==> config.mk <==
export PLATFORM = sky130hd
export DESIGN_NAME = pc_source_reg
export DESIGN_NICKNAME = d
export VERILOG_FILES = /design/src/rtl/pc_source_reg.sv
export SDC_FILE = /design/constraint.sdc
export NUM_CORES = 1
export LEC_CHECK = 0
export CAP_MARGIN = 20
export CORE_MARGIN = 2
export CORE_UTILIZATION = 40
export CTS_CLUSTER_DIAMETER = 80
export DETAILED_ROUTE_END_ITERATION = 7
export PLACE_DENSITY = 0.84
export SETUP_SLACK_MARGIN = 0.15
export SYNTH_ARGS = -nofsm -noshare
export SYNTH_HDL_FRONTEND = slang
export SYNTH_SLANG_ARGS = --single-unit
==> constraint.sdc <==
create_clock -name CLK -period 1.8 [get_ports CLK]
set_input_delay 0.36 -clock CLK [delete_from_list [all_inputs] [get_ports CLK]]
set_output_delay 0.36 -clock CLK [all_outputs]
set_load 0.03 [all_outputs]
==> src/rtl/pc_source_reg.sv <==
// Registered PC-source selector with a one-entry redirect buffer, previous-PC and update counter.
// Optional alignment checking (and the align_err port) is enabled by defining PC_ALIGN_CHECK_EN.
module pc_source_reg #(
    parameter int                 WIDTH    = 32,
    parameter int                 NSRC     = 4,
    parameter int                 SELW     = 2,
    parameter logic [WIDTH-1:0]   RESET_PC = '0
) (
    input  logic                  CLK,
    input  logic                  Reset,
    input  logic [SELW-1:0]       PCSrc,
    input  logic [NSRC*WIDTH-1:0] in_bus,
    input  logic                  PCWrite,
    input  logic                  redirect_valid,
    input  logic [WIDTH-1:0]      redirect_addr,
    output logic                  redirect_ready,
    output logic [WIDTH-1:0]      PC,
    output logic [WIDTH-1:0]      PrevPC,
    output logic                  sel_err,
    output logic [15:0]           upd_cnt
`ifdef PC_ALIGN_CHECK_EN
    ,
    output logic                  align_err
`endif
);

    typedef enum logic {EMPTY, HELD} state_t;

    state_t           state_q, state_d;
    logic [WIDTH-1:0] buf_q, buf_d;
    logic [WIDTH-1:0] pc_q, prev_q;
    logic [15:0]      cnt_q;
    logic             sel_err_q;

    logic [WIDTH-1:0] src_addr, cand;
    logic             src_ok, from_src, accept, sel_bad, misalign, commit;

    // Decode the select against only the implemented slots so an out-of-range
    // PCSrc never indexes past in_bus.
    always_comb begin
        src_addr = '0;
        src_ok   = 1'b0;
        for (int k = 0; k < NSRC; k++) begin
            if (PCSrc == SELW'(k)) begin
                src_addr = in_bus[k*WIDTH +: WIDTH];
                src_ok   = 1'b1;
            end
        end
    end

    assign redirect_ready = (state_q == EMPTY);
    assign accept         = redirect_valid && redirect_ready;

    always_comb begin
        state_d  = state_q;
        buf_d    = buf_q;
        cand     = src_addr;
        from_src = 1'b0;
        case (state_q)
            EMPTY: if (accept && !PCWrite) begin
                state_d = HELD;
                buf_d   = redirect_addr;
            end
            HELD:  if (PCWrite) state_d = EMPTY;
            default: state_d = EMPTY;
        endcase
        if (state_q == HELD)  cand = buf_q;
        else if (accept)      cand = redirect_addr;
        else                  from_src = 1'b1;
    end

    assign sel_bad = PCWrite && from_src && !src_ok;
`ifdef PC_ALIGN_CHECK_EN
    assign misalign = PCWrite && !sel_bad && (cand[1:0] != 2'b00);
`else
    assign misalign = 1'b0;
`endif
    assign commit  = PCWrite && !sel_bad && !misalign;

    always_ff @(posedge CLK or negedge Reset) begin
        if (!Reset) begin
            state_q   <= EMPTY;
            buf_q     <= '0;
            pc_q      <= RESET_PC;
            prev_q    <= RESET_PC;
            cnt_q     <= '0;
            sel_err_q <= 1'b0;
        end else begin
            state_q <= state_d;
            buf_q   <= buf_d;
            if (sel_bad) sel_err_q <= 1'b1;
            if (commit) begin
                pc_q   <= cand;
                prev_q <= pc_q;
                cnt_q  <= cnt_q + 16'd1;
            end
        end
    end

`ifdef PC_ALIGN_CHECK_EN
    logic align_err_q;
    always_ff @(posedge CLK or negedge Reset) begin
        if (!Reset)        align_err_q <= 1'b0;
        else if (misalign) align_err_q <= 1'b1;
    end
    assign align_err = align_err_q;
`endif

    assign PC      = pc_q;
    assign PrevPC  = prev_q;
    assign sel_err = sel_err_q;
    assign upd_cnt = cnt_q;

endmodule

==> impl_metrics.py, run 1 <==
metrics = {
    "worst_setup_path": {
        "cp_top_family": "buffers and inverters",
        "crit_slowest_cell": "dlygate4sd2_1",
        "path_cells": "dlygate4sd2_1",
        "required_ps": 1440,
        "cp.arrival_ps": 1240,
        "path_max_fanout": 4,
        "crit_path_max_incr_delay_ps": 420,
        "r2r_setup_slack_ps": 330,
        "r2r_cells": 5,
        "crit_end": "upd_cnt[5]",
        "crit_cells": 1,
        "crit_type": "register to output port",
        "r2r_end": "upd_cnt[14]$_DFFE_PN0P_",
        "reg2reg_from": "upd_cnt[0]$_DFFE_PN0P_",
        "worstSetupEndpointType": "output port",
        "crit_buf_inv": 1,
        "startpoint_type": "register",
        "crit_start": "upd_cnt[5]$_DFFE_PN0P_",
    },
    "grt": {
        "grt_pass1_vias": 4906,
        "antenna_found_initial": 0,
        "gr-total-overflow": 0,
        "grt_usage_pct": 21.7,
        "grt_max_degree": 49,
        "grt_pass1_wl_um": 24800,
    },
    "detailed_routing": {
        "vias_per_cell": 5.28,
        "wirelength_um": 15900,
        "wl_per_cell_um": 18.6,
        "route.detailed.drc": 0,
        "drtPass1Iterations": 4,
        "drt-initial-drc-count": 210,
        "num_vias": 4523,
        "ant_nets": 0,
    },
    "clock_network": {
        "clockBufferDepth": 2,
        "post_cts_buffers": 0,
        "root_buffer": "clkbuf_16",
        "clock_latency_ps": 420,
        "htree_levels": 4,
        "clk_pin_slew_worst_paths_ps": 50,
        "cts_made_buffers": 17,
        "cts_tree": "done",
        "cts_sinks": 114,
    },
    "synth": {
        "synthCells": 417,
        "synth_nets": 584,
        "synth_seq_area_share_pct": 49.8,
        "syn_avg_cell_area_um2": 13.7,
        "synth_warnings": 0,
        "synth_cell_types": 27,
        "synthesis.area_um2": 5720,
        "ys_seq_elements": 114,
    },
    "cells_and_area": {
        "fin_nets": 830,
        "area_growth_pct": 55.3,
        "regArea_um2": 2850,
        "multi_input_area_um2": 2630,
        "drive_gt1_share_pct": 23.1,
        "n_fill_cell": 1073,
        "layout_common_cells": "clkdlybuf4s50_1, dfrtp_1, dlygate4sd2_1",
        "layout_commonest_cell": "clkdlybuf4s50_1",
        "antenna-diode-count": 0,
        "postLayoutCoreUtil_pct": 63.8,
    },
    "sta": {
        "final.min_clock_period_ps": 1600,
        "rsz0062_at_grt": "no",
        "finalHoldViolCount": 0,
        "setup_viol": 0,
        "slew_violations": 0,
        "fmax_mhz": 625,
        "worst_pin_slew_ps": 403,
        "post-route-period-util_pct": 88.9,
        "fin_worst_skew_ps": 6.83,
        "relSlewSlack_pct": 73.2,
    },
    "die": {
        "num_rows": 43,
        "die_w_um": 124,
        "fp.dieArea_um2": 15300,
        "core_area_um2": 13900,
        "io_pins": 248,
        "die_h_um": 124,
        "start_util_pct": 41.1,
    },
    "placed_design": {
        "place_congestion": 0.736,
        "port-buffer-count": 247,
        "hpwl_um": 11700,
    },
    "power_and_ir_drop": {
        "total_power_uw": 9410,
        "vdd_drop_max_mv": 0.565,
        "power_leakage_uw": 0.00393,
        "power_density_nw_per_um2": 1060,
    },
    "min_path": {
        "hp-class": "primary input to register",
        "holdPathStages": 2,
    },
    "job": {
        "drv_cap": 0,
    },
    "outcome": {
        "outcome": "finished clean",
    },
}
## per-layer routing
layer | track usage, % | part of all wire [%] | up-vias
met4 | 9.80 | 2.6 | 0
li1 | - | - | 2045
met5 | 0 | 0 | -
met1 | 25.1 | 38 | 2229
met3 | 6.50 | 8.0 | 36
met2 | 37.0 | 51 | 213
## worst min-delay path by stage
stage                     startpoint                 endpoint  slack, ps
after detailed placement       Reset  upd_cnt[14]$_DFFE_PN0P_        320
after global placement         Reset  upd_cnt[13]$_DFFE_PN0P_        310
after floorplan                Reset        PC[0]$_DFFE_PN0P_         60
after CTS                    PCWrite   upd_cnt[0]$_DFFE_PN0P_        280
final                        PCWrite   upd_cnt[0]$_DFFE_PN0P_        290
after global routing         PCWrite   upd_cnt[0]$_DFFE_PN0P_        300
## sequential cells by signal, summed over array words and instances (netlist names)
| register | flops |
|---|---|
| PC | 32 |
| upd_cnt | 16 |
| PrevPC | 32 |
| sel_err | 1 |
| buf_q | 32 |
| state_q | 1 |
## stage by stage
stage | setup TNS, ps | hold WS (ps) | setup WS [ps] | std cells | area (um^2)
CTS | 0 | 285 | 60.7 | 856 | 8910
global placement | -587 | 314 | -42.3 | 823 | 8390
global route | 0 | 301 | 150 | 856 | 8890
finish | 0 | 290 | 200 | 856 | 8890
detailed placement | -1940 | 317 | -87.1 | 823 | 8390
floorplan | 0 | 64.4 | 288 | 417 | 5720
## cell usage after synthesis (all sizes together)
cell type	count	share of area [%]
dfrtp	114	50
mux2	65	15
nor2	37	2.4
a21o	32	4.2
a21oi	32	2.8
a22oi	32	4.2
mux4	32	13
buf	29	3.8
xnor2	10	1.5
clkbuf	6	0.39
nand4	6	0.77
xor2	5	0.77
nand2	4	0.26
nand3	4	0.35
and2	2	0.22
and3	2	0.22
nor2b	2	0.39
ha	1	0.22
inv	1	0.066
nor3	1	0.17
## cell families after synthesis
group	share of synthesized area, %
DFF	49.8
muxes	27.4
AOI/OAI and AO/OA	11.2
and+or+nand+nor	4.81
buffers and inverters	4.28
xor gates and xnor gates	2.30
adders and majority gates	0.219
## report_power, final
part | switching, uW | internal (uW) | total [uW]
combinational | 1290 | 1260 | 2550
clock | 1170 | 2310 | 3480
sequential | 355 | 3020 | 3380
total | 2810 | 6590 | 9410
## timing repair
| action | in CTS | in global routing |
|---|---|---|
| hold endpoints to repair | 27 | 0 |
| gates resized for setup | 85 | 12 |
| endpoints found under the setup margin | 82 | 9 |
| hold buffers | 1 | 0 |
## area by class of cell
type | instances | share of cell area, %
clock buffer | 22 | 5.45
tap | 180 | 2.53
inverter | 1 | 0.0422
clock inverter | 10 | 1.46
sequential | 114 | 32.1
multi-input combinational | 267 | 29.6
timing repair buffer | 262 | 28.8
No activity file was read; power rests on OpenSTA's default activity.
==> run 2: changes to the inputs <==
--- a/config.mk
+++ b/config.mk
@@ -11,6 +11,7 @@
 export CTS_CLUSTER_DIAMETER = 80
 export DETAILED_ROUTE_END_ITERATION = 7
 export PLACE_DENSITY = 0.84
+export REMOVE_ABC_BUFFERS = 1
 export SETUP_SLACK_MARGIN = 0.15
 export SYNTH_ARGS = -nofsm -noshare
 export SYNTH_HDL_FRONTEND = slang
==> run 2 against run 1 <==
Against the previous run: first-iteration DRC count shrank 34%; global-route usage down 0.21 points; total power grew 0.18%; critical endpoint is now redirect_ready; largest cell class unchanged.
==> impl_metrics.py, run 2 (synthesized netlist as in run 1, its figures left out) <==
metrics = {
    "outcome": {
        "outcome": "finished clean",
    },
    "detailed_routing": {
        "ant_nets": 0,
        "wirelength_um": 15700,
        "drt-initial-drc-count": 138,
        "vias_per_cell": 5.25,
        "route.detailed.drc": 0,
        "drtPass1Iterations": 6,
        "wl_per_cell_um": 18.4,
        "num_vias": 4496,
    },
    "sta": {
        "relSlewSlack_pct": 74.6,
        "post-route-period-util_pct": 92.1,
        "fin_worst_skew_ps": 7.10,
        "fmax_mhz": 603,
        "slew_violations": 0,
        "setup_viol": 0,
        "worst_pin_slew_ps": 381,
        "rsz0062_at_grt": "yes",
        "final.min_clock_period_ps": 1660,
        "hold_ws_ps": 359,
        "finalHoldViolCount": 0,
        "final.setup.tns_ps": 0,
    },
    "power_and_ir_drop": {
        "pwr-share-clk_pct": 37.1,
        "intPower_uw": 6620,
        "switching_power_uw": 2810,
        "sw_frac_of_total_pct": 29.8,
        "combPwrFrac_pct": 27.1,
        "power_leakage_uw": 0.00393,
        "vdd_drop_max_mv": 0.562,
        "pwr-share-seq_pct": 35.8,
        "power_density_nw_per_um2": 1060,
    },
    "clock_network": {
        "clockBufferDepth": 2,
        "cts_made_buffers": 17,
        "htree_levels": 4,
        "clk_pin_slew_worst_paths_ps": 50,
        "clock_latency_ps": 410,
        "cts_sinks": 114,
        "root_buffer": "clkbuf_16",
        "cts_tree": "done",
    },
    "worst_setup_path": {
        "path_cells": "inv_1 > clkdlybuf4s15_1",
        "cp.arrival_ps": 1300,
        "path_max_fanout": 4,
        "crit_buf_inv": 2,
        "worstSetupEndpointType": "output port",
        "cp_top_family": "buffers and inverters",
        "crit_type": "register to output port",
        "crit_path_max_incr_delay_ps": 430,
        "crit_slowest_cell": "dfrtp_1",
        "required_ps": 1440,
        "startpoint_type": "register",
    },
    "cells_and_area": {
        "area_growth_pct": 55.5,
        "final_cells": 856,
        "postLayoutCoreUtil_pct": 63.9,
        "layout_commonest_cell": "clkdlybuf4s50_1",
        "fin_nets": 830,
        "antenna-diode-count": 0,
        "drive_gt1_share_pct": 22.5,
        "layout_common_cells": "clkdlybuf4s50_1, dfrtp_1, dlygate4sd2_1",
    },
    "grt": {
        "gr-max-usage-layer": "met2",
        "use_met2_pct": 37.3,
        "use_met3_pct": 6.50,
        "grt_pass1_vias": 4913,
        "grt_usage_pct": 21.5,
        "gr-total-overflow": 0,
        "antenna_found_initial": 0,
        "met1_usage_pct": 24.0,
        "grt_max_degree": 62,
        "grt_pass1_wl_um": 24600,
    },
    "placed_design": {
        "place_congestion": 0.776,
        "hpwl_um": 11500,
        "numPlacedInstances": 823,
        "port-buffer-count": 247,
    },
    "die": {
        "die_w_um": 124,
        "fp.dieArea_um2": 15300,
        "io_pins": 248,
        "core_area_um2": 13900,
        "num_rows": 43,
        "start_util_pct": 41.1,
        "die_h_um": 124,
    },
    "job": {
        "drv_cap": 0,
    },
    "min_path": {
        "hp-class": "primary input to register",
    },
}
[run 2: metrics by stage]
step	area, um^2	setup WS [ps]	power, uW
3_3_place_gp	8390	-72.1	6100
6_report	8900	142	9420
5_1_grt	8900	98.9	9830
3_5_place_dp	8390	-103	6210
2_1_floorplan	5480	-1130	4790
4_1_cts	8910	88.7	9510
[run 2: cell type report]
class | instances | area (um^2)
clock buffer | 20 | 447
clock inverter | 12 | 163
fill | 1031 | 5040
inverter | 1 | 3.75
multi-input combinational | 267 | 2630
sequential | 114 | 2850
tap | 180 | 225
timing repair buffer | 262 | 2580
[run 2: path summary, 6_finish.rpt]
path,to,depth (start not counted),slack [ps],from
max in group asynchronous,PC[19]$_DFFE_PN0P_,3,1000,Reset
max,redirect_ready,2,140,state_q$_DFF_PN0_
max reg2reg,upd_cnt[14]$_DFFE_PN0P_,5,350,upd_cnt[1]$_DFFE_PN0P_
min,state_q$_DFF_PN0_,2,360,PCWrite
min reg2reg,sel_err$_DFFE_PN0P_,0,380,sel_err$_DFFE_PN0P_
min in group asynchronous,PrevPC[31]$_DFFE_PN0P_,3,490,Reset
[run 2: power groups by stage]
| stage | clock network, uW | registers [uW] | logic, uW |
|---|---|---|---|
| after floorplan | 0 | 3970 | 820 |
| after global placement | 0 | 3380 | 2720 |
| after detailed placement | 0 | 3410 | 2800 |
| after CTS | 3550 | 3370 | 2590 |
| after global routing | 3680 | 3430 | 2720 |
| final | 3500 | 3370 | 2560 |
[run 2: repair_timing]
item                                    in CTS  in global routing
hold buffers                                 1                  0
endpoints found under the setup margin      82                  8
gates resized for setup                     84                  9
hold endpoints to repair                   114                  0
setup buffers                                0                  0
pin swaps                                    0                  0
cloned                                       0                  0
[run 2: layer usage]
layer	part of all wire, %	vias to the layer above
met5	0	-
li1	-	2055
met2	52	176
met3	6.4	35
met4	2.8	0
met1	39	2230
==> run 3: changes to the inputs <==
--- a/config.mk
+++ b/config.mk
@@ -12,7 +12,6 @@
 export DETAILED_ROUTE_END_ITERATION = 7
 export PLACE_DENSITY = 0.84
 export REMOVE_ABC_BUFFERS = 1
-export SETUP_SLACK_MARGIN = 0.15
 export SYNTH_ARGS = -nofsm -noshare
 export SYNTH_HDL_FRONTEND = slang
 export SYNTH_SLANG_ARGS = --single-unit
==> run 3 against run 2 <==
Against the previous run: clock skew hardly changed; critical endpoint unchanged; fmax is 1.7% lower; first-iteration DRC count is 5.8% higher; combinational power hardly changed; sequential share of layout area is 0.059 points lower; largest power group unchanged; global-route usage stayed put; sequential power hardly changed; highest routed layer unchanged; register-to-register slack hardly changed; die area stayed put.
==> impl_metrics.py, run 3 (synthesized netlist as in run 1, its figures left out) <==
metrics = {
    "outcome": {
        "outcome": "finished clean",
    },
    "grt": {
        "grt_pass1_wl_um": 24600,
        "grt_usage_pct": 21.5,
        "grt_max_degree": 62,
        "gr-total-overflow": 0,
        "antenna_found_initial": 0,
        "grt_pass1_vias": 4916,
    },
    "worst_setup_path": {
        "path_max_fanout": 4,
        "reg2reg_from": "upd_cnt[1]$_DFFE_PN0P_",
        "startpoint_type": "register",
        "r2r_end": "upd_cnt[14]$_DFFE_PN0P_",
        "required_ps": 1440,
        "worstSetupEndpointType": "output port",
        "r2r_setup_slack_ps": 350,
        "r2r_cells": 5,
        "crit_type": "register to output port",
        "cp.arrival_ps": 1330,
    },
    "cells_and_area": {
        "n_fill_cell": 1029,
        "antenna-diode-count": 0,
        "fin_nets": 830,
        "layout_common_cells": "clkdlybuf4s50_1, dfrtp_1, dlygate4sd2_1",
        "drive_gt1_share_pct": 22.0,
        "layout_commonest_cell": "clkdlybuf4s50_1",
        "stdcell_area_um2": 8910,
        "final_cells": 856,
        "area_growth_pct": 55.8,
    },
    "clock_network": {
        "htree_levels": 4,
        "cts_made_buffers": 17,
        "clock_latency_ps": 410,
        "root_buffer": "clkbuf_16",
        "cts_sinks": 114,
        "clk_pin_slew_worst_paths_ps": 50,
        "clockBufferDepth": 2,
        "cts_tree": "done",
        "post_cts_buffers": 0,
    },
    "sta": {
        "fmax_mhz": 593,
        "final.min_clock_period_ps": 1690,
        "setup_slack_ps": 113,
        "relSlewSlack_pct": 74.5,
        "fin_worst_skew_ps": 7.16,
        "setup_viol": 0,
        "post-route-period-util_pct": 93.7,
        "slew_violations": 0,
        "worst_pin_slew_ps": 382,
        "finalHoldViolCount": 0,
        "rsz0062_at_grt": "no",
    },
    "min_path": {
        "hp-class": "primary input to register",
        "holdPathStages": 2,
        "min_from": "PCWrite",
        "hold_end": "state_q$_DFF_PN0_",
    },
    "power_and_ir_drop": {
        "power_leakage_uw": 0.00396,
        "power_density_nw_per_um2": 1060,
        "sw_frac_of_total_pct": 29.7,
        "intPower_uw": 6630,
        "pwr-share-clk_pct": 37.1,
        "pwr-share-seq_pct": 35.7,
        "vdd_drop_max_mv": 0.566,
        "switching_power_uw": 2800,
        "combPwrFrac_pct": 27.2,
    },
    "die": {
        "core_area_um2": 13900,
        "die_w_um": 124,
        "start_util_pct": 41.1,
        "io_pins": 248,
        "fp.dieArea_um2": 15300,
        "num_rows": 43,
        "die_h_um": 124,
    },
    "detailed_routing": {
        "vias_per_cell": 5.27,
        "route.detailed.drc": 0,
        "drtPass1Iterations": 4,
        "drt-initial-drc-count": 146,
        "wirelength_um": 15700,
        "ant_nets": 0,
        "num_vias": 4514,
        "wl_per_cell_um": 18.3,
    },
    "placed_design": {
        "post_dp_cell_area_um2": 8390,
        "numPlacedInstances": 823,
        "hpwl_um": 11500,
        "place_congestion": 0.776,
        "pre_cts_ws_ps": -103,
        "port-buffer-count": 247,
    },
    "job": {
        "drv_cap": 0,
    },
}
## run 3: cell count changes in the layout (fill, tap and decap cells not counted)
cell,previous run,this run
clkdlybuf4s15_1,5,0
dlymetal6s2s_1,0,3
dlygate4sd2_1,74,79
clkbuf_2,3,0
## run 3: routing by layer
layer | share of wire (%) | global-route usage [%] | wire (um)
met1 | 38 | 24.0 | 6030
met4 | 3.0 | 10.2 | 464
met2 | 52 | 37.3 | 8140
met3 | 6.8 | 6.50 | 1070
met5 | 0 | 0 | 0
## run 3: power groups by stage
stage	registers, uW	clock network [uW]	logic (uW)
2_1_floorplan	3970	0	820
3_3_place_gp	3380	0	2720
3_5_place_dp	3410	0	2800
4_1_cts	3370	3550	2600
5_1_grt	3430	3680	2730
6_report	3370	3500	2570
## run 3: how the worst max path moves through the flow
stage,start,endpoint,slack [ps],cells past startpoint
after floorplan,state_q$_DFF_PN0_,buf_q[0]$_DFFE_PN0P_,-1130,3
after CTS,PrevPC[26]$_DFFE_PN0P_,PrevPC[26],1,1
after detailed placement,redirect_valid,buf_q[0]$_DFFE_PN0P_,-100,5
final,state_q$_DFF_PN0_,redirect_ready,110,2
after global routing,upd_cnt[8]$_DFFE_PN0P_,upd_cnt[8],60,1
after global placement,redirect_valid,buf_q[0]$_DFFE_PN0P_,-70,5
## run 3: worst max-delay path, stage by stage (launching register included)
cell           delay (ps)
dfrtp_1               430
inv_1                  80
dlygate4sd2_1         410
## run 3: stage by stage
| stage | hold slack, ps | util, % | TNS [ps] | total power, uW |
|---|---|---|---|---|
| global placement | 364 | 60.2 | -845 | 6100 |
| finish | 356 | 64.0 | 0 | 9430 |
| global route | 353 | 64.0 | 0 | 9840 |
| CTS | 344 | 63.9 | 0 | 9510 |
| floorplan | 64.4 | - | -37570 | 4790 |
| detailed placement | 382 | 60.2 | -2170 | 6210 |
## run 3: final cells by class
| class | count | area, um^2 | share of cell area [%] |
|---|---|---|---|
| repair buffers | 262 | 2590 | 29.1 |
| multi-input cells | 267 | 2630 | 29.5 |
| clock buffers | 20 | 447 | 5.01 |
| flip-flops and latches | 114 | 2850 | 32.0 |
| inverters | 1 | 3.75 | 0.0421 |
| well taps | 180 | 225 | 2.53 |
| clock inverters | 12 | 163 | 1.82 |
## run 3: what timing repair did
action                     CTS  global route
resized for setup           79             3
setup endpoints to repair   79             3
gates cloned                 0             0
hold endpoints to repair   114             0
hold buffers                 1             0
